[config.mk]
export PLATFORM = sky130hd
export DESIGN_NAME = systolic_feeder
export DESIGN_NICKNAME = d
export VERILOG_FILES = /design/src/rtl/systolic_feeder.sv
export SDC_FILE = /design/constraint.sdc
export NUM_CORES = 1
export LEC_CHECK = 0
export CAP_MARGIN = 20
export CORE_MARGIN = 2
export CORE_UTILIZATION = 45
export CTS_CLUSTER_DIAMETER = 60
export DETAILED_ROUTE_END_ITERATION = 8
export PLACE_DENSITY = 0.66
export SKIP_CTS_REPAIR_TIMING = 1
export SYNTH_ARGS = -nofsm -noshare
export SYNTH_HDL_FRONTEND = slang
export SYNTH_SLANG_ARGS = --single-unit
[constraint.sdc]
create_clock -name clk -period 4.3 [get_ports clk]
set_input_delay 1.075 -clock clk [delete_from_list [all_inputs] [get_ports clk]]
set_output_delay 1.075 -clock clk [all_outputs]
set_load 0.03 [all_outputs]
[src/rtl/systolic_feeder.sv]
// Edge driver for a weight-stationary NxN MAC systolic array: buffers a weight
// tile and a feature-map tile, shifts weights in from the north, streams skewed
// feature-map rows from the west, drains the array, then pulses done.
module systolic_feeder #(
  parameter int unsigned N  = 4,
  parameter int unsigned M  = 8,
  parameter int unsigned DW = 8,
  localparam int unsigned MAXNM = (N > M) ? N : M,
  localparam int unsigned AW    = (MAXNM > 1) ? $clog2(MAXNM) : 1
) (
  input  logic            clk,
  input  logic            rst,
  input  logic            wr_en,
  input  logic            wr_sel,
  input  logic [AW-1:0]   wr_addr,
  input  logic [N*DW-1:0] wr_data,
  input  logic            start,
  output logic [N*DW-1:0] wm_south,
  output logic            wen,
  output logic [N*DW-1:0] fm_east,
  output logic            busy,
  output logic            done
);

  localparam int unsigned RW  = N * DW;
  localparam int unsigned WAW = (N > 1) ? $clog2(N) : 1;
  localparam int unsigned FAW = (M > 1) ? $clog2(M) : 1;
  localparam int unsigned CW  = $clog2(M + N + 1);

  typedef enum logic [2:0] {
    S_IDLE   = 3'd0,
    S_LOAD_W = 3'd1,
    S_STREAM = 3'd2,
    S_DRAIN  = 3'd3,
    S_DONE   = 3'd4
  } state_e;

  state_e          state_q, state_d;
  logic [CW-1:0]   cnt_q, cnt_d;
  logic [RW-1:0]   wm_q, wm_d;
  logic [RW-1:0]   fm_q, fm_d;
  logic            wen_q, wen_d;
  logic            busy_q, busy_d;
  logic            done_q, done_d;

  logic [RW-1:0]   wbuf [N];
  logic [RW-1:0]   fmbuf [M];

  logic            w_we, f_we;
  logic [WAW-1:0]  widx;

  // Buffer writes are only accepted in IDLE and only for in-range rows
  assign w_we = wr_en && (state_q == S_IDLE) && !wr_sel &&
                ({1'b0, wr_addr} < (AW+1)'(N));
  assign f_we = wr_en && (state_q == S_IDLE) && wr_sel &&
                ({1'b0, wr_addr} < (AW+1)'(M));

  // Tile buffers: plain RAM, intentionally not reset
  always_ff @(posedge clk) begin
    if (w_we) wbuf[wr_addr[WAW-1:0]] <= wr_data;
    if (f_we) fmbuf[wr_addr[FAW-1:0]] <= wr_data;
  end

  // Next-state and per-state cycle counter; counter restarts on every state entry
  always_comb begin
    state_d = state_q;
    cnt_d   = cnt_q;
    unique case (state_q)
      S_IDLE: begin
        if (start) begin
          state_d = S_LOAD_W;
          cnt_d   = '0;
        end
      end
      S_LOAD_W: begin
        if (cnt_q == CW'(N - 1)) begin
          state_d = S_STREAM;
          cnt_d   = '0;
        end else begin
          cnt_d = cnt_q + CW'(1);
        end
      end
      S_STREAM: begin
        if (cnt_q == CW'(M + N - 2)) begin
          state_d = S_DRAIN;
          cnt_d   = '0;
        end else begin
          cnt_d = cnt_q + CW'(1);
        end
      end
      S_DRAIN: begin
        if (cnt_q == CW'(N - 1)) begin
          state_d = S_DONE;
          cnt_d   = '0;
        end else begin
          cnt_d = cnt_q + CW'(1);
        end
      end
      S_DONE: begin
        state_d = S_IDLE;
        cnt_d   = '0;
      end
      default: begin
        state_d = S_IDLE;
        cnt_d   = '0;
      end
    endcase
  end

  // Output values for the upcoming cycle, derived from next state so the
  // registered outputs line up with the state they belong to
  always_comb begin
    wen_d  = (state_d == S_LOAD_W);
    busy_d = (state_d != S_IDLE);
    done_d = (state_d == S_DONE);
    wm_d   = '0;
    fm_d   = '0;
    widx   = WAW'(CW'(N - 1) - cnt_d);
    if (state_d == S_LOAD_W) begin
      // forward a same-cycle weight write so start+write sees the new row
      if (w_we && (wr_addr[WAW-1:0] == widx)) wm_d = wr_data;
      else                                    wm_d = wbuf[widx];
    end
    if (state_d == S_STREAM) begin
      for (int r = 0; r < int'(N); r++) begin
        if ((cnt_d >= CW'(r)) && ((cnt_d - CW'(r)) < CW'(M)))
          fm_d[r*DW +: DW] = fmbuf[FAW'(cnt_d - CW'(r))][r*DW +: DW];
      end
    end
  end

  // State, counter and registered outputs
  always_ff @(posedge clk or posedge rst) begin
    if (rst) begin
      state_q <= S_IDLE;
      cnt_q   <= '0;
      wm_q    <= '0;
      fm_q    <= '0;
      wen_q   <= 1'b0;
      busy_q  <= 1'b0;
      done_q  <= 1'b0;
    end else begin
      state_q <= state_d;
      cnt_q   <= cnt_d;
      wm_q    <= wm_d;
      fm_q    <= fm_d;
      wen_q   <= wen_d;
      busy_q  <= busy_d;
      done_q  <= done_d;
    end
  end

  assign wm_south = wm_q;
  assign fm_east  = fm_q;
  assign wen      = wen_q;
  assign busy     = busy_q;
  assign done     = done_q;

endmodule

==> results of run 1 <==
-- layer usage --
metal  up-vias  GRT usage  part of all wire
met2       314      0.307              0.48
met5         -          0                 0
li1       4302          -                 -
met1      5113      0.281              0.44
met4         0     0.0483             0.019
met3        69     0.0426             0.067
-- state kept, by name, indices dropped and copies added, names as in the netlist --
name / flops
state_q: 3
busy: 1
fm_east: 32
cnt_q: 4
fmbuf: 256
wen: 1
done: 1
wbuf: 128
wm_south: 32
-- cell usage in the layout, fill, tap and decap left out, types with 3 or more instances in the layout --
| master | instances |
|---|---|
| or3_1 | 3 |
| nor2_1 | 9 |
| nor2_4 | 7 |
| edfxtp_1 | 384 |
| mux2i_1 | 28 |
| nand3_1 | 98 |
| dfrtp_1 | 74 |
| nor3_1 | 5 |
| inv_1 | 5 |
| a211oi_1 | 9 |
| mux4_2 | 47 |
| a32o_1 | 40 |
| nand3b_1 | 3 |
| clkdlybuf4s50_1 | 106 |
| a21oi_1 | 11 |
| clkbuf_16 | 52 |
| and3b_1 | 3 |
| ha_1 | 8 |
| clkbuf_8 | 6 |
| bufinv_16 | 5 |
| nand2b_1 | 4 |
| clkbuf_1 | 5 |
| clkinv_1 | 5 |
| a21boi_2 | 8 |
| clkinvlp_4 | 3 |
| o21ai_0 | 17 |
| xnor2_1 | 3 |
| buf_4 | 27 |
| buf_12 | 10 |
| nand2_1 | 180 |
| clkinv_2 | 11 |
-- power groups by stage --
| stage | combinational [mW] | clock, mW | sequential (mW) |
|---|---|---|---|
| 5_1_grt | 7.09 | 4.52 | 5.32 |
| 3_5_place_dp | 6.60 | 0 | 5.39 |
| 2_1_floorplan | 4.21 | 0 | 5.77 |
| 3_3_place_gp | 6.56 | 0 | 5.39 |
| 6_report | 6.58 | 4.27 | 5.29 |
| 4_1_cts | 6.65 | 4.34 | 5.30 |
-- worst max-delay path, delay by kind of cell (launching register included) --
| kind | cells | cell delay [ps] |
|---|---|---|
| AO/OA/AOI/OAI | 5 | 1830 |
| adder cells (fa/ha/maj) | 2 | 500 |
| buffers and inverters | 1 | 170 |
| flip-flops | 1 | 460 |
| AND/OR/NAND/NOR | 1 | 430 |
-- final cells by class --
class	instances	area (um^2)	share of cell area
Timing Repair Buffer	143	1460	0.0691
Tap cell	518	648	0.0306
Inverter	8	31.3	0.00148
Clock inverter	26	275	0.0130
Multi-Input combinational cell	523	3970	0.188
Sequential cell	458	13400	0.632
Clock buffer	63	1400	0.0662
-- path summary, 6_finish.rpt --
| check | to | cells past startpoint |
|---|---|---|
| worst max-delay path | fm_east[13]$_DFF_PP0_ | 9 |
| worst min-delay path | wm_south[15]$_DFF_PP0_ | 3 |
| worst max register to register | fm_east[13]$_DFF_PP0_ | 9 |
| worst min register to register | wm_south[15]$_DFF_PP0_ | 3 |
| max in group asynchronous | fm_east[4]$_DFF_PP0_ | 3 |
| min in group asynchronous | wm_south[15]$_DFF_PP0_ | 2 |
-- cell families after synthesis --
| family | after synthesis |
|---|---|
| adder cells (fa/ha/maj) | 8 |
| AO/OA/AOI/OAI | 100 |
| buffers and inverters | 63 |
| XOR/XNOR | 5 |
| AND/OR/NAND/NOR | 335 |
| multiplexers | 75 |
| flip-flops | 458 |
-- per-stage QoR --
step / power, mW / hold WS (ps) / util / instance area [um^2] / setup slack, ps
floorplan: 9.98 / 586 / - / 17600 / 71.1
global placement: 12.0 / 595 / 0.506 / 19500 / 403
detailed placement: 12.0 / 607 / 0.506 / 19500 / 356
CTS: 16.3 / 623 / 0.549 / 21200 / 795
global route: 16.9 / 640 / 0.549 / 21200 / 511
finish: 16.1 / 617 / 0.549 / 21200 / 799
==> run summary, run 1 <==
Synth Instances -> 1044
Hold Crit Start -> wbuf[0][15]$_DFFE_PP_
Post-synth EDFFs -> 384
WL final -> 39300 um
Synth top cells by count -> edfxtp_1 (384), nand2_1 (180), nand3_1 (98)
Final hold violations -> 0
CP startpoint -> cnt_q[0]$_DFF_PP0_
Top post-synthesis cells by area -> edfxtp_1 (66%), dfrtp_1 (11%), mux4_2 (6.0%)
Die Footprint -> 40600 um^2
Most frequent cell on the critical path -> ha_1
Max-Cap Viols -> 0
Most common cell in the synthesized netlist -> edfxtp_1
Post-Syn Area -> 17600 um^2
Sinks on Clock Net -> 458
Layout cells sized above 1 -> 0.165
Setup violators final -> 0
Total core area -> 38600 um^2
Worst rel slew slack -> 0.322
DRC -> 0
Simple-gate portion of the synthesized area -> 0.0874
Int Pwr -> 10.4 mW
Largest net degree at the start of global routing -> 103
1st-pass router iterations -> 5
Crit path max fanout -> 8
Grt ovf -> 0
CTS tree -> built
Synth cell types -> 55
Power Dens Cells -> 762 nW/um^2
Clock buffer depth -> 3
Via count -> 9798
Adder and majority gate portion of the synthesized area -> 0.00570
Port bufs -> 106
Synth warn -> 0
Antenna viol nets, final -> 0
Post-synthesis mux area share -> 0.0762
Leak -> 7.35 nW
Crit path time final -> 3500 ps
Worst endpoint required time -> 4750 ps
DP HPWL -> 21800 um
Clk slew on worst S/H paths -> 60 ps
Vias in the first global route -> 9791
Crit. End Element -> flop
Area share of the largest cell type after synthesis -> 0.656
Worst Path Arrival -> 3950 ps
Launching element type of the critical path -> flop
Clk root buf -> clkbuf_16
Largest family of logic cells by synthesized area -> simple AND/OR/NAND/NOR gates
Synthesized area per cell -> 16.8 um^2
Setup_tns -> 0 ps
Ys async rst share -> 0.162
Initial antenna violation count -> 2
Ys flop type -> edfxtp_1
RSZ-0062 raised after global routing -> false
Clock Power Share -> 0.265
Post-synthesis compound-gate area fraction -> 0.0479
Crit Reg-Reg Startpoint -> cnt_q[0]$_DFF_PP0_
Register area share after synthesis -> 0.762
N_diodes -> 0
Worst path max stage delay -> 820 ps
Psw -> 5.70 mW
XOR/XNOR Fraction of Synth Area -> 0.00249
First-pass GRT wire length -> 59400 um
Sw Share -> 0.353
Skew-Pair Late Insertion Delay -> 580 ps
R2r setup slk -> 800 ps
Tot GR Track Use -> 0.195
WS Path Type -> reg -> reg
Crit-path slowest cell -> a21boi_0
Synthesis-to-finish area growth -> 20.6%
Num rows -> 72
Status -> finished clean
Fin nets -> 1230
IR drop worst, VDD -> 0.597 mV
Logic gate share of total power -> 0.407
HP Class -> reg -> reg
CP Cell Sequence -> ha_1 -> or3b_4 -> a22oi_2 -> o21ai_4 -> inv_2 -> ha_1 -> a21boi_0 -> o21ai_0 -> a211oi_1
Final period util -> 0.814
GPL Wtd Cong -> 0.783
Least-Margin Pin Slew -> 1010 ps
CTS H-tree lvls -> 2
Fmax -> 286 MHz
Synth Net Count -> 1092
Post-route insts no fill -> 1739
Die width -> 202 um
Total I/O pin count -> 107
Starting density of the core -> 0.456
Final Slew Violations -> 0
Filler instances -> 3008
Total CTS buffers -> 48
Dpl cells -> 1650
Flop pwr share -> 0.328
Vias per cell -> 5.63
Worst Skew -> 24.4 ps
Synth area leader -> edfxtp_1
#FFs+latches synth -> 458
Initial DRC Count -> 912
Die Ht -> 202 um
Routed WL per cell -> 22.6 um
Note: power is estimated with default switching activity, not from simulation.
==> run 2: changes to the inputs <==
==> constraint.sdc (replaced) <==
create_clock -name clk -period 3.1 [get_ports clk]
set_input_delay 0.775 -clock clk [delete_from_list [all_inputs] [get_ports clk]]
set_output_delay 0.775 -clock clk [all_outputs]
set_load 0.03 [all_outputs]
==> run summary, run 2 (synthesis results as in run 1) <==
DRC -> 0
Die Footprint -> 40600 um^2
Routed WL per cell -> 22.3 um
Crit path max fanout -> 8
GPL Wtd Cong -> 0.760
Leak -> 7.65 nW
Initial antenna violation count -> 1
Synthesis-to-finish area growth -> 23.7%
Vias per cell -> 5.52
Antenna viol nets, final -> 0
Worst rel slew slack -> 0.587
1st-pass router iterations -> 4
Final period util -> 0.946
Crit path time final -> 2930 ps
Worst Path Arrival -> 3420 ps
Port bufs -> 106
Initial DRC Count -> 965
Num rows -> 72
Crit. End Element -> flop
N_diodes -> 0
Total Power -> 23.3 mW
Total CTS buffers -> 48
Clock buffer depth -> 3
CTS tree -> built
Worst endpoint required time -> 3590 ps
Starting density of the core -> 0.456
Grt ovf -> 0
WL final -> 40000 um
Max-Cap Viols -> 0
Fmax -> 341 MHz
Total I/O pin count -> 107
Setup Slack @ Placement -> -194 ps
Clk slew on worst S/H paths -> 60 ps
HP Class -> reg -> reg
Least-Margin Pin Slew -> 619 ps
Power Dens Cells -> 1070 nW/um^2
Most frequent cells in the layout -> edfxtp_1 (384), nand2_1 (180), clkdlybuf4s50_1 (106), nand3_1 (98), dfrtp_1 (74)
Layout cells sized above 1 -> 0.200
Launching element type of the critical path -> flop
WS Path Type -> reg -> reg
IR drop worst, VDD -> 0.948 mV
Vias in the first global route -> 9933
RSZ-0062 raised after global routing -> false
Final hold violations -> 0
Final WS setup -> 168 ps
Die width -> 202 um
Sinks on Clock Net -> 458
Final Slew Violations -> 0
DP HPWL -> 23400 um
Setup violators final -> 0
Via count -> 9915
Tot GR Track Use -> 0.198
Commonest non-fill, non-tap cell in the layout -> edfxtp_1
Total core area -> 38600 um^2
First-pass GRT wire length -> 61000 um
Largest net degree at the start of global routing -> 75
Worst Skew -> 19.7 ps
Skew-Pair Late Insertion Delay -> 570 ps
CTS H-tree lvls -> 2
Clk root buf -> clkbuf_16
Max reg flops -> 256
Status -> finished clean
Die Ht -> 202 um
Fin nets -> 1286
-- run 2: cell types whose count changed in the layout (fill, tap and decap cells not counted), sizes merged --
cell / delta
buf: +56
inv: +3
bufinv: -2
clkinvlp: -2
clkbuf: +1
clkinv: +1
-- run 2: metrics by stage --
stage          hold WS, ps  utilization  cells  setup TNS [ps]  instance area (um^2)
2_1_floorplan          586            -   1044               0                 17600
3_3_place_gp           604        0.523   1706           -5890                 20200
3_5_place_dp           604        0.523   1706           -6760                 20200
4_1_cts                632        0.563   1796               0                 21700
5_1_grt                654        0.564   1796               0                 21700
6_report               628        0.564   1796               0                 21700
-- run 2: worst paths after layout --
check,from,to,slack [ps],cells past startpoint
min in group asynchronous,rst,wm_south[16]$_DFF_PP0_,640,3
max,cnt_q[0]$_DFF_PP0_,fm_east[29]$_DFF_PP0_,170,10
max in group asynchronous,rst,fm_east[23]$_DFF_PP0_,2090,3
max reg2reg,cnt_q[0]$_DFF_PP0_,fm_east[29]$_DFF_PP0_,170,10
min reg2reg,wbuf[3][12]$_DFFE_PP_,wm_south[12]$_DFF_PP0_,630,3
min,wbuf[3][12]$_DFFE_PP_,wm_south[12]$_DFF_PP0_,630,3
-- run 2: final cells by class --
type | count | area [um^2]
Tap cell | 518 | 648
Clock inverter | 26 | 234
Sequential cell | 458 | 13400
Timing Repair Buffer | 199 | 2110
Multi-Input combinational cell | 523 | 3990
Inverter | 8 | 31.3
Fill cell | 3014 | 16800
Clock buffer | 64 | 1330
-- run 2: worst max-delay path, stage by stage, from the launching register on --
cell and delay, ps:
dfrtp_1 350, ha_1 160, or3b_4 410, a22oi_2 290
o21ai_4 100, buf_4 140, ha_1 190, and3b_1 190
or4b_4 520, a21oi_4 290, a21boi_2 220
-- run 2: per-layer routing --
| metal | up-vias | part of all wire | track usage | wire length, um |
|---|---|---|---|---|
| li1 | 4411 | - | - | - |
| met1 | 5110 | 0.44 | 0.285 | 17600 |
| met2 | 343 | 0.48 | 0.316 | 19200 |
| met3 | 51 | 0.064 | 0.0345 | 2540 |
| met4 | 0 | 0.017 | 0.0523 | 680 |
| met5 | - | 0 | 0 | 0 |
-- run 2: where the power goes --
part / leakage [nW] / switching, mW / internal [mW]
sequential: 4.43 / 0.169 / 7.11
clock: 0.779 / 2.35 / 3.29
combinational: 2.44 / 5.74 / 4.63
total: 7.65 / 8.27 / 15.0
==> RTL edit 1: new RTL, flow settings as in run 2 <==
Change the parameter `DW` from 8 to 9.
--- a/src/rtl/systolic_feeder.sv
+++ b/src/rtl/systolic_feeder.sv
@@ -5,5 +5,5 @@
   parameter int unsigned N  = 4,
   parameter int unsigned M  = 8,
-  parameter int unsigned DW = 8,
+  parameter int unsigned DW = 9,
   localparam int unsigned MAXNM = (N > M) ? N : M,
   localparam int unsigned AW    = (MAXNM > 1) ? $clog2(MAXNM) : 1
Ports: changed (resized fm_east, wm_south and wr_data); port bits go from 107 to 119. No check against the original RTL was run, so the function may have changed too.
==> RTL edit 1 against run 2 <==
  * Largest cell class unchanged
  * Via count increased by 11%
  * Routed wire length increased by 14%
  * Critical path depth unchanged
  * Area after synthesis increased by 12%
  * Cell area increased by 12%
  * Critical endpoint is now fm_east[30]$_DFF_PP0_
  * Count of clock-buffer cells in the layout increased by 13
  * Setup slack got worse by 0.053 ns
  * Total power increased by 9.7%
  * Sequential cell count increased by 56
==> RTL edit 1: results (changes against run 2) <==
worst_setup_path:
  r2r_end: "fm_east[30]$_DFF_PP0_"
  path_max_fanout: 6  # -2
  ff2ff_setup_slack_ns: 0.12  # -0.05 ns
  arrival_ns: 3.50  # +0.08 ns
grt:
  grt_pass1_wl_mm: 68.85  # +13%
  grtUsageTotal_pct: 20.62  # +0.80 points
  grt_pass1_vias: 11270  # +13%
  antenna_found_initial: 3  # +2
synthesis:
  synth_edf_count: 432  # +13%
  synth-compound-area-share_pct: 4.817  # +0.023 points
  synth_common_cells: "edfxtp_1, nand2_1, nand3_1"
  syn-num-nets: 1214  # +11%
  synth-adder-area-share_pct: 0.5084  # -0.061 points
  ys_seq_area_share_pct: 76.30  # +0.12 points
  synthArstFlopShare_pct: 15.95  # -0.20 points
  synthTopCellsByArea: "edfxtp_1, dfrtp_1, mux4_2, nand2_1, nand3_1"
placement:
  place_inst: 1894  # +11%
  routabilityCongestion: 0.8033  # +5.7%
  place_area_mm2: 0.02250  # +12%
  hpwl_mm: 26.66  # +14%
clock_network:
  cts-buffers-inserted: 51  # +6.3%
  clk_latency_ns: 0.60  # +0.03 ns
sta:
  worstMarginPinSlew_ns: 0.6990  # +0.07998 ns
  skew_ns: 0.02732  # +0.007601 ns
route:
  vias_per_cell: 5.539  # +0.33%
  drt-total-wl_mm: 45.49  # +14%
  first_pass_iters: 5  # +1
layout:
  num-nets-final: 1419  # +10%
  largest_reg_flops: 288  # +13%
  drive_above_1_share_pct: 19.36  # -0.67 points
status:
  status: "finished, final reports clean"
power_and_ir_drop:
  powerDensity_mw_per_mm2: 1053  # -1.7%
min_path:
  hold_path_end: "wm_south[25]$_DFF_PP0_"
  holdCritStartpoint: "wbuf[0][25]$_DFFE_PP_"
## RTL edit 1: worst max-delay path: stages (launching register included)
cell and delay [ns]:
dfrtp_1 0.41, ha_4 0.18, or3b_4 0.41, a22oi_2 0.29, buf_4 0.18, o21ai_4 0.09
ha_2 0.20, and3b_1 0.18, or4b_4 0.57, a21oi_4 0.23, a21boi_2 0.20
## RTL edit 1: worst max path at each step
stage                            start                     to  slack, ns  cells past startpoint
detailed placement               start  fm_east[35]$_DFF_PP0_      -0.25                     10
CTS                 cnt_q[1]$_DFF_PP0_  fm_east[23]$_DFF_PP0_       0.02                     12
floorplan                   wr_addr[1]  fmbuf[7][0]$_DFFE_PP_      -0.24                      3
global route        cnt_q[0]$_DFF_PP0_  fm_east[32]$_DFF_PP0_     -0.003                     13
finish              cnt_q[0]$_DFF_PP0_  fm_east[30]$_DFF_PP0_       0.12                     10
global placement                 start  fm_east[27]$_DFF_PP0_      -0.26                     10
## RTL edit 1: metal layers
metal / vias to the layer above / routed length [um] / share of wire (%) / track usage, %
li1: 4896 / - / - / -
met1: 5646 / 18840 / 41 / 28.50
met2: 425 / 22080 / 49 / 33.11
met3: 77 / 3438 / 7.6 / 4.471
met4: 6 / 1105 / 2.4 / 6.154
met5: - / 32 / 0.070 / 0
## RTL edit 1: layout make-up
type                            instances  area [um^2]  area share (%)
Sequential cell                       514        15030           61.92
Tap cell                              585        732.0           3.016
Clock inverter                         19        242.7           1.000
Multi-Input combinational cell        577         4441           18.30
Timing Repair Buffer                  215         2338           9.637
Clock buffer                           77         1455           5.996
Inverter                                8        32.53          0.1341
## RTL edit 1: cell families after synthesis
logic type / after synthesis
flip-flops: 514
multiplexers: 84
AO/OA/AOI/OAI: 113
XOR/XNOR: 5
adder cells (fa/ha/maj): 8
AND/OR/NAND/NOR: 366
buffers and inverters: 72
==> RTL edit 2: new RTL, settings of run 2 <==
Made on the original files. Compare `cnt_q` against `CW'(N - 1)` with >= in place of ==.
--- a/src/rtl/systolic_feeder.sv
+++ b/src/rtl/systolic_feeder.sv
@@ -74,5 +74,5 @@
       end
       S_LOAD_W: begin
-        if (cnt_q == CW'(N - 1)) begin
+        if (cnt_q >= CW'(N - 1)) begin
           state_d = S_STREAM;
           cnt_d   = '0;
Check against the original RTL: same outputs for any inputs over 4 cycles, from zero or initial values and one cycle with rst high; that may be too few to reach the edited logic, so the function may still have changed.
==> RTL edit 2 against run 2 <==
  * Area after synthesis grew 5.2%
  * Final cell count up 9.1%
  * Via count up 15%
  * Total power rose by 10%
  * Sequential cell count unchanged
  * Global-route usage grew 2.0 points
  * Clock power about the same
  * Clock skew decreased by 0.0047 ns
  * Routed wire length up 14%
  * Utilization is 0.16 points higher
  * Worst hold slack improved by 0.0037 ns
  * Cell area grew 5.7%
  * Setup slack worse by 0.074 ns
  * Largest cell class unchanged
  * Largest power group unchanged
==> RTL edit 2: results (changes against run 2) <==
synthesis:
  synth-xor-area-share_pct: 0.3183  # +0.069 points
  synth-adder-area-share_pct: 0.5418  # -0.028 points
  synth-compound-area-share_pct: 11.59  # +6.8 points
  synth_mux_area_share_pct: 6.136  # -1.5 points
  synth_common_cells: "edfxtp_1, o211ai_1, dfrtp_1"
  syn-num-nets: 1235  # +13%
  synthTopCellsByArea: "edfxtp_1, dfrtp_1, o211ai_1, mux4_2, mux2i_1"
  yosys.cell_types.count: 65  # +18%
clock_network:
  cts-buffers-inserted: 45  # -6.3%
placement:
  place_area_mm2: 0.02133  # +5.8%
  dp_slack_ns: -0.4533  # -0.2593 ns
  place_inst: 1874  # +9.8%
grt:
  grt_max_degree: 67  # -11%
  grt_pass1_wl_mm: 70.01  # +15%
  antenna_found_initial: 0  # -1
  grtUsageTotal_pct: 21.82  # +2.0 points
power_and_ir_drop:
  clkPwrFrac_pct: 21.9  # -2.3 points
  power_frac_comb_pct: 49.9  # +5.4 points
  ir_drop_uv: 1017  # +7.2%
  cellLeakagePower_nw: 8.050  # +5.2%
  p_int_w: 0.01590  # +5.8%
  powerDensity_mw_per_mm2: 1119  # +4.4%
worst_setup_path:
  cp-endpoint: "wm_south[25]$_DFF_PP0_"
  path_max_fanout: 16  # +8
  critical-path-top-delay-family: "compound AO/OA/AOI/OAI gates"
  startpoint: "cnt_q[1]$_DFF_PP0_"
layout:
  drive_above_1_share_pct: 20.60  # +0.57 points
  fin_cells: 1959  # +9.1%
  n_fill_cell: 3165  # +5.0%
min_path:
  holdCritStartpoint: "fmbuf[5][7]$_DFFE_PP_"
sta:
  skew_ns: 0.01503  # -0.004685 ns
  layout_setup_ws_ns: 0.09419  # -0.07374 ns
  holdWs_ns: 0.6316  # +0.003697 ns
  slew_headroom_pct: 45.35  # -13 points
status:
  status: "finished, final reports clean"
route:
  vias_per_cell: 5.832  # +5.6%
  first_pass_iters: 5  # +1
[RTL edit 2: cell count changes in the layout (fill, tap and decap cells not counted), sizes merged, moves of 9 or more]
cell / before / now
a211oi: 9 / 20
clkinv: 19 / 10
a21boi: 10 / 1
nand3: 98 / 35
a32o: 40 / 8
buf: 93 / 135
mux4: 47 / 32
nand2: 180 / 70
inv: 11 / 76
nand4: 0 / 33
mux2i: 28 / 39
o211ai: 0 / 130
o311ai: 0 / 32
a21oi: 12 / 53
[RTL edit 2: area by class of cell]
type	instances	area (um^2)	area share, %
multi-input combinational	568	4641	20.20
sequential	458	13380	58.26
inverter	76	296.5	1.291
clock inverter	15	185.2	0.8062
clock buffer	69	1370	5.965
tap	532	665.6	2.898
timing repair buffer	241	2429	10.57
[RTL edit 2: routing by layer]
metal	track usage [%]	wire length, um	vias up
li1	-	-	5112
met1	30.62	19400	5790
met2	35.61	22230	439
met3	3.391	3052	84
met4	6.250	1003	0
met5	0	0	-
